File: src/rtl/adder_exerciser.sv
// rtl/adder_exerciser.sv - stimulus/response checker for a registered 8-bit adder
// Optional build macro: ADDER_EXERCISER_EXHAUSTIVE_EN (all 65536 A/B pairs, no LFSR)
module adder_exerciser #(
    parameter int         NUM_VECTORS = 256,
    parameter int         LATENCY     = 2,
    parameter logic [7:0] SEED        = 8'h01
) (
    input  logic        clk,
    input  logic        rst_n,
    input  logic        start,
    output logic [7:0]  A,
    output logic [7:0]  B,
    input  logic [7:0]  S,
    input  logic        Cout,
    output logic        busy,
    output logic        done,
    output logic        pass,
    output logic [15:0] err_count,
    output logic [7:0]  fail_a,
    output logic [7:0]  fail_b
);

    localparam logic [1:0] S_IDLE  = 2'd0;
    localparam logic [1:0] S_RUN   = 2'd1;
    localparam logic [1:0] S_DRAIN = 2'd2;
    localparam logic [1:0] S_DONE  = 2'd3;

    // Tail stage index LATENCY lines up with the adder output one edge later.
    localparam int          DEPTH      = LATENCY + 1;
    localparam logic [15:0] DRAIN_LAST = 16'(LATENCY - 1);

`ifdef ADDER_EXERCISER_EXHAUSTIVE_EN
    localparam logic [15:0] LAST_IDX = 16'hFFFF;
`else
    localparam logic [15:0] LAST_IDX = 16'(NUM_VECTORS - 1);
    localparam logic [7:0]  SEED_EFF = (SEED == 8'h00) ? 8'h01 : SEED;
`endif

    logic [1:0]  state;
    logic [15:0] idx;
    logic [15:0] drain_cnt;

    logic [7:0]  nxt_a;
    logic [7:0]  nxt_b;
    logic [7:0]  first_b;
    logic        issue_first;
    logic        issue_next;
    logic        push;
    logic [7:0]  push_a;
    logic [7:0]  push_b;

    logic        pipe_v [DEPTH];
    logic [7:0]  pipe_a [DEPTH];
    logic [7:0]  pipe_b [DEPTH];
    logic [8:0]  pipe_e [DEPTH];
    logic        mismatch;

`ifdef ADDER_EXERCISER_EXHAUSTIVE_EN
    // Vector k is simply the 16-bit index split into A (low) and B (high).
    always_comb begin
        {nxt_b, nxt_a} = idx + 16'd1;
        first_b        = 8'h00;
    end
`else
    logic [7:0] lfsr;
    logic [7:0] lfsr_next;

    // Vector k uses the index for A and the k-th LFSR state for B.
    always_comb begin
        lfsr_next = {lfsr[6:0], lfsr[7] ^ lfsr[5] ^ lfsr[4] ^ lfsr[3]};
        nxt_a     = idx[7:0] + 8'd1;
        nxt_b     = lfsr_next;
        first_b   = SEED_EFF;
    end
`endif

    // Decide whether a fresh vector enters the adder (and the expected pipe) this edge.
    always_comb begin
        issue_first = ((state == S_IDLE) || (state == S_DONE)) && start;
        issue_next  = (state == S_RUN) && (idx != LAST_IDX);
        push        = issue_first || issue_next;
        push_a      = issue_first ? 8'h00 : nxt_a;
        push_b      = issue_first ? first_b : nxt_b;
    end

    // Run sequencing and registered operand drive.
    always_ff @(posedge clk or negedge rst_n) begin
        if (!rst_n) begin
            state     <= S_IDLE;
            idx       <= 16'd0;
            drain_cnt <= 16'd0;
            A         <= 8'h00;
            B         <= 8'h00;
`ifndef ADDER_EXERCISER_EXHAUSTIVE_EN
            lfsr      <= SEED_EFF;
`endif
        end else begin
            case (state)
                S_IDLE, S_DONE: begin
                    if (start) begin
                        state <= S_RUN;
                        idx   <= 16'd0;
                        A     <= push_a;
                        B     <= push_b;
`ifndef ADDER_EXERCISER_EXHAUSTIVE_EN
                        lfsr  <= SEED_EFF;
`endif
                    end
                end
                S_RUN: begin
                    if (idx == LAST_IDX) begin
                        state     <= S_DRAIN;
                        drain_cnt <= 16'd0;
                    end else begin
                        idx  <= idx + 16'd1;
                        A    <= push_a;
                        B    <= push_b;
`ifndef ADDER_EXERCISER_EXHAUSTIVE_EN
                        lfsr <= lfsr_next;
`endif
                    end
                end
                S_DRAIN: begin
                    if (drain_cnt == DRAIN_LAST) begin
                        state <= S_DONE;
                    end else begin
                        drain_cnt <= drain_cnt + 16'd1;
                    end
                end
                default: state <= S_IDLE;
            endcase
        end
    end

    // Expected-result pipe: shifts every cycle, bubbles whenever nothing is issued.
    always_ff @(posedge clk or negedge rst_n) begin
        if (!rst_n) begin
            for (int i = 0; i < DEPTH; i++) begin
                pipe_v[i] <= 1'b0;
                pipe_a[i] <= 8'h00;
                pipe_b[i] <= 8'h00;
                pipe_e[i] <= 9'h000;
            end
        end else begin
            pipe_v[0] <= push;
            pipe_a[0] <= push_a;
            pipe_b[0] <= push_b;
            pipe_e[0] <= {1'b0, push_a} + {1'b0, push_b};
            for (int i = 1; i < DEPTH; i++) begin
                pipe_v[i] <= issue_first ? 1'b0 : pipe_v[i-1];
                pipe_a[i] <= pipe_a[i-1];
                pipe_b[i] <= pipe_b[i-1];
                pipe_e[i] <= pipe_e[i-1];
            end
        end
    end

    assign mismatch = pipe_v[LATENCY] && ({Cout, S} != pipe_e[LATENCY]);

    // Error accounting: saturating count, operands of the first mismatch latched.
    always_ff @(posedge clk or negedge rst_n) begin
        if (!rst_n) begin
            err_count <= 16'h0000;
            fail_a    <= 8'h00;
            fail_b    <= 8'h00;
        end else if (issue_first) begin
            err_count <= 16'h0000;
            fail_a    <= 8'h00;
            fail_b    <= 8'h00;
        end else if (mismatch) begin
            if (err_count != 16'hFFFF) begin
                err_count <= err_count + 16'd1;
            end
            if (err_count == 16'h0000) begin
                fail_a <= pipe_a[LATENCY];
                fail_b <= pipe_b[LATENCY];
            end
        end
    end

    assign busy = (state == S_RUN) || (state == S_DRAIN);
    assign done = (state == S_DONE);
    assign pass = done && (err_count == 16'h0000);

endmodule
File: config.mk
export PLATFORM = sky130hd
export DESIGN_NAME = adder_exerciser
export DESIGN_NICKNAME = d
export VERILOG_FILES = /design/src/rtl/adder_exerciser.sv
export SDC_FILE = /design/constraint.sdc
export NUM_CORES = 1
export LEC_CHECK = 0
export ABC_AREA = 1
export BUFFER_PORTS_ARGS = -buffer_cell sky130_fd_sc_hd__buf_2
export CAP_MARGIN = 10
export CORE_AREA = 5 5 125 127
export DETAILED_ROUTE_END_ITERATION = 10
export DIE_AREA = 0 0 130 132
export PLACE_DENSITY = 0.73
export SLEW_MARGIN = 15
export SYNTH_ARGS = -nofsm -noshare
export SYNTH_HDL_FRONTEND = slang
export SYNTH_SLANG_ARGS = --single-unit
export TNS_END_PERCENT = 20
File: constraint.sdc
create_clock -name clk -period 4.5 [get_ports clk]
set_clock_uncertainty 0.15 [all_clocks]
set_input_delay 0.9 -clock clk [delete_from_list [all_inputs] [get_ports clk]]
set_output_delay 0.9 -clock clk [all_outputs]
set_load 0.005 [all_outputs]
* Yosys cells after proc, flatten, opt, wreduce, memory -nomap -nowiden
Cells that the tools add are included.
Word-level totals: register bits after elaboration 168, bits of input ports 12, output and inout port bits 51, logic and storage cells 94
Operators by class: add/sub/neg operators 5, equal/unequal tests 13, multiplexer cells 32, bitwise logic cells 3, reductions and logical operators 20
Operators by type and width (number):
- 2-to-1 mux 16 bit | 7
- 2-to-1 mux 8 bit | 14
- one-hot mux 16 bit (2 select lines) | 2
- adder 16 x 1 -> 16 bit (second input constant) | 3
- one-hot mux 8 bit (2 select lines) | 3
- == test 16 x 1 -> 1 bit (second input constant) | 1
- == test 16 x 8 -> 1 bit (second input constant) | 1
- logical NOT 16 bit | 1
- != test 16 bit (second input constant) | 1
- != test 16 x 8 -> 1 bit (second input constant) | 1
- nonzero test 2 bit | 5
- adder 8 x 8 -> 9 bit | 1
- != test 9 bit | 1
- AND reduction 3 bit | 3
- adder 8 x 1 -> 8 bit (second input constant) | 1
- != test 2 bit (second input constant) | 4
- 2-to-1 mux 2 bit | 3
- one-hot mux 2 bit (3 select lines) | 1
- == test 2 bit (second input constant) | 2
- logical AND 1 bit | 4
- AND reduction 2 bit | 2
- logical OR 1 bit | 3
- bitwise XOR 1 bit | 3
- == test 2 x 1 -> 1 bit (second input constant) | 1
- other kinds (4) | 5

* Depth between registers and ports, before layout
depth after elaboration 6, depth in mapped cells 15, gate-level depth less buffers 14

* Worst setup path after synthesis
Ideal clock, no wire load.
kind input to register, start point input port start, end point register pipe_e[24] (netlist name), library setup time 0.080 ns, data arrival time 2.569 ns, setup slack 1.701 ns, stages on the path 13, buffers on the path 1, cells stage by stage nand2_2 -> inv_1 -> buf_2 -> nor2_1 -> inv_1 -> ha_1 -> fa_1 -> nand3_1 -> nand2_1 -> nand2_1 -> nand2_1 -> a21oi_1 -> xnor2_1
On the way: cells in the longest elaborated chain, start to end 3
RTL lines:
- from (decl) | line 10 | input logic start,
- logical AND 1 bit | line 79 | issue_first = ((state == S_IDLE) || (state == S_DONE)) && start;
- 2-to-1 mux 8 bit | line 83 | push_b = issue_first ? first_b : nxt_b;
- named net push_b[0] | line 50 | logic [7:0] push_b;
- adder 8 x 8 -> 9 bit | line 148 | pipe_e[0] <= {1'b0, push_a} + {1'b0, push_b};
- to (signal, indexed assignment) | line 153 | pipe_e[i] <= pipe_e[i-1];
- to (decl) | line 55 | logic [8:0] pipe_e [DEPTH];
The timed path passes the listed nets, and every way through them passes these cells. A chain may end at the register's enable or synchronous reset.

* Worst setup path after layout
start point register err_count[0], end point output port pass
On the way: cells in the longest elaborated chain, start to end 2
RTL lines:
- from (decl) | line 18 | output logic [15:0] err_count,
- from (signal assigned) | line 172 | err_count <= err_count + 16'd1;
- logical NOT 16 bit | line 183 | assign pass = done && (err_count == 16'h0000);
- logical AND 1 bit | line 183
- to (decl) | line 17 | output logic pass,
No other way between the ends.

==> key figures <==
Status
  – Outcome: complete, no violations

Worst setup path
  – Critical Path, Cell by Cell: inv_1, ha_1, nand3_1, nor3_1, and2_1, buf_2
  – Worst Path Arrival: 1.93 ns
  – Startpoint types: flop
  – Worst r2r path cells: 13
  – Worst-path fanout max: 6
  – Critical path required time: 3.45 ns
  – Setup slack, reg-to-reg: 1.55 ns
  – Reg-to-Reg Start: state[0]$_DFFE_PN0P_
  – Slowest CP cell: dfrtp_1
  – Slowest stage delay, CP: 0.45 ns
  – Crit end category: output port
  – Reg2reg end: pipe_e[25]$_DFF_PN0_
  – Setup CP Type: reg -> out

Detailed routing
  – Pre-Repair DR Iteration Count: 6
  – Vias/cell: around 5
  – M1 WL: 7326 um
  – Drc violations: 0
  – Met3 wirelength from detailed routing: roughly 540 um
  – Metal2 WL: between 7000 and 8000 um
  – WL final: 15,450 um
  – WL/cell: around 14 um
  – Via count: 5,567
  – Iter 0 DRT Violations: 401
  – Max Used Layer: met4
  – Post-route ant nets: 0

CTS
  – Reg clk slew, reported paths: ~0.070 ns
  – TritonCTS buffer count: 17
  – CTS Sinks: 168
  – Deepest clock path buffer count: 2
  – Postcts setup bufs: 0
  – Clock Latency Late Sink: around 0.42 ns
  – H-tree depth: 4
  – Post-CTS Resized: 0
  – Hold Buf Count CTS: 0
  – CTS tree: done
  – Clk root buf: clkbuf_16

Logic synthesis
  – Post-Syn Instances: 861
  – Post-synth EDFFs: 0
  – Post-Syn Area: 7640 um^2
  – YS warnings: 0
  – Top cell type's share of synthesized area: between 50% and 60%
  – Avg Inst Size Synth: 8.873 um^2
  – Synth cell types: 38
  – Yosys reg bits: 168
  – Syn nets: 891
  – Post-synth top cells: nand2_1 (236), dfrtp_1 (167), inv_1 (96)
  – Main synth FF type: dfrtp_1
  – Seq/Total Area, Yosys: between 50% and 60%
  – Post-synthesis async set-or-reset flop share: 100.0%
  – Most numerous cell in the Yosys netlist: nand2_1
  – Synth top area cells: dfrtp_1 (55%), nand2_1 (12%), nand3_1 (5.1%), inv_1 (4.7%), nor2_1 (4.3%)
  – Post-synth top area cell: dfrtp_1

Power and ir drop
  – Maximum VDD drop: roughly 0.32 mV
  – Pleak: 0.004561 uW
  – Final Power: around 4800 uW
  – P per Cell Area: 552.7 nW/um^2

Global routing
  – Total global-route track usage: 19.39%
  – Vias in the first global route: around 5,400
  – Grt total ovfl: 0
  – Global-route wire length before repair: 26,770 um
  – Initial antenna violation count: 0
  – Largest net degree at the start of global routing: 105

Final layout
  – Antenna cells: 0
  – Filler instances: 1,235
  – Multi-input gate area in the final layout: 2889 um^2
  – Fin util: 60.52%
  – Register area: about 4200 um^2
  – Final nets: 951
  – Area growth syn-to-layout: 13.40%
  – Fraction of final layout cells sized beyond drive strength 1: 14.35%

Timing
  – Max-slew headroom: 37.61%
  – Final worst path period share: 66.17%
  – Final slew viol count: 0
  – Tmin final: 2.978 ns
  – Fmax achieved: 0.3358 GHz
  – Setup TNS: 0 ns
  – Worst hold slack: about 0.19 ns
  – Final hold vios: 0
  – Final setup vio count: 0
  – Slack of the critical path: about 1.5 ns
  – Worst-Margin Slew: 0.9358 ns
  – RSZ-0062 raised after global routing: no

Floorplanning
  – # rows: 44
  – Die width: 130 um
  – Die Ht: 132 um
  – I/O pin cnt: 63
  – Die area: about 17,000 um^2
  – Core region area: about 14,000 um^2
  – Starting Density: a little over half

Worst hold path
  – Hold path depth: 0
  – Hold Path Class: reg -> reg
  – Hold path startpoint: pipe_e[15]$_DFF_PN0_
  – Hold EP: pipe_e[6]$_DFF_PN0_

Run
  – MaxCap Viol Count: 0

Place
  – Post-DP HPWL: 10,610 um
  – I/O Buffers: 62
  – RePlAce Congestion: 0.8964
  – Setup WS pre-CTS: 1.489 ns
worst max-delay path by stage:
| stage | startpoint | endpoint | slack (ns) | cells past startpoint |
|---|---|---|---|---|
| after floorplan | start | pipe_e[24]$_DFF_PN0_ | 1.70 | 13 |
| after global placement | start | pipe_e[25]$_DFF_PN0_ | 1.57 | 12 |
| after detailed placement | start | pipe_e[25]$_DFF_PN0_ | 1.49 | 12 |
| after CTS | err_count[0]$_DFFE_PN0P_ | pass | 1.47 | 6 |
| after global routing | state[0]$_DFFE_PN0P_ | pipe_e[25]$_DFF_PN0_ | 1.24 | 13 |
| final | err_count[0]$_DFFE_PN0P_ | pass | 1.52 | 6 |
metal layers:
layer  GRT usage [%]  vias up
li1                -     2856
met2           30.46      104
met1           27.31     2594
met4           5.427        0
met3           4.254       13
met5               0        -
critical path: cells and delay by family, from the launching register on:
kind	cells	cell delay, ns
adders and majority gates	1	0.15
buffers and inverters	2	0.20
DFF	1	0.45
and+or+nand+nor	3	0.70
layout make-up:
type	count	area share [%]
Clock buffer	20	5.387
Tap cell	184	2.657
Clock inverter	12	1.762
Inverter	96	4.159
Timing Repair Buffer	66	4.145
Multi-Input combinational cell	572	33.35
Sequential cell	168	48.54
sequential cells by signal, indices dropped and copies added (netlist names):
register   flops
B              8
pipe_a        24
lfsr           8
A              8
pipe_v         3
pipe_e        27
err_count     16
idx           16
fail_a         8
pipe_b        24
fail_b         8
drain_cnt     16
state          2
power by group:
group	leakage (uW)	total, uW	switching, uW	internal, uW
Clock	0.000305	1510	627	883
Sequential	0.00227	1930	158	1770
Combinational	0.00198	1350	967	381
Total	0.00456	4790	1750	3040
placed cells by master (no fill, tap or decap), types with 3 or more instances in the layout:
cell type,synthesis,final
nand4_1,16,16
o21ai_0,26,26
nor2_1,87,87
inv_1,96,96
o21ai_2,10,10
nand3_2,5,5
xnor2_1,11,11
clkbuf_8,0,3
clkbuf_16,0,17
xor2_1,20,20
inv_6,0,3
dfrtp_1,167,167
buf_4,1,3
or2_2,8,8
nor3_1,10,10
nand2_1,236,236
o21ai_1,18,18
nand2_2,5,5
buf_2,4,61
ha_1,17,17
a21oi_1,10,10
nand3_1,78,78
inv_8,0,4
per-stage QoR:
step / instance area [um^2] / instances
final: 8663 / 1118
after detailed placement: 8044 / 1086
after CTS: 8663 / 1118
after floorplan: 7640 / 861
after global placement: 8044 / 1086
after global routing: 8663 / 1118
logic make-up after synthesis:
| logic type | share of synthesized area (%) |
|---|---|
| fa+ha+maj | 3.046 |
| buf+inv | 7.141 |
| simple gates | 25.89 |
| xor+xnor | 3.554 |
| flops | 55.04 |
| compound gates | 5.323 |
(Power assumes the default switching activity.)
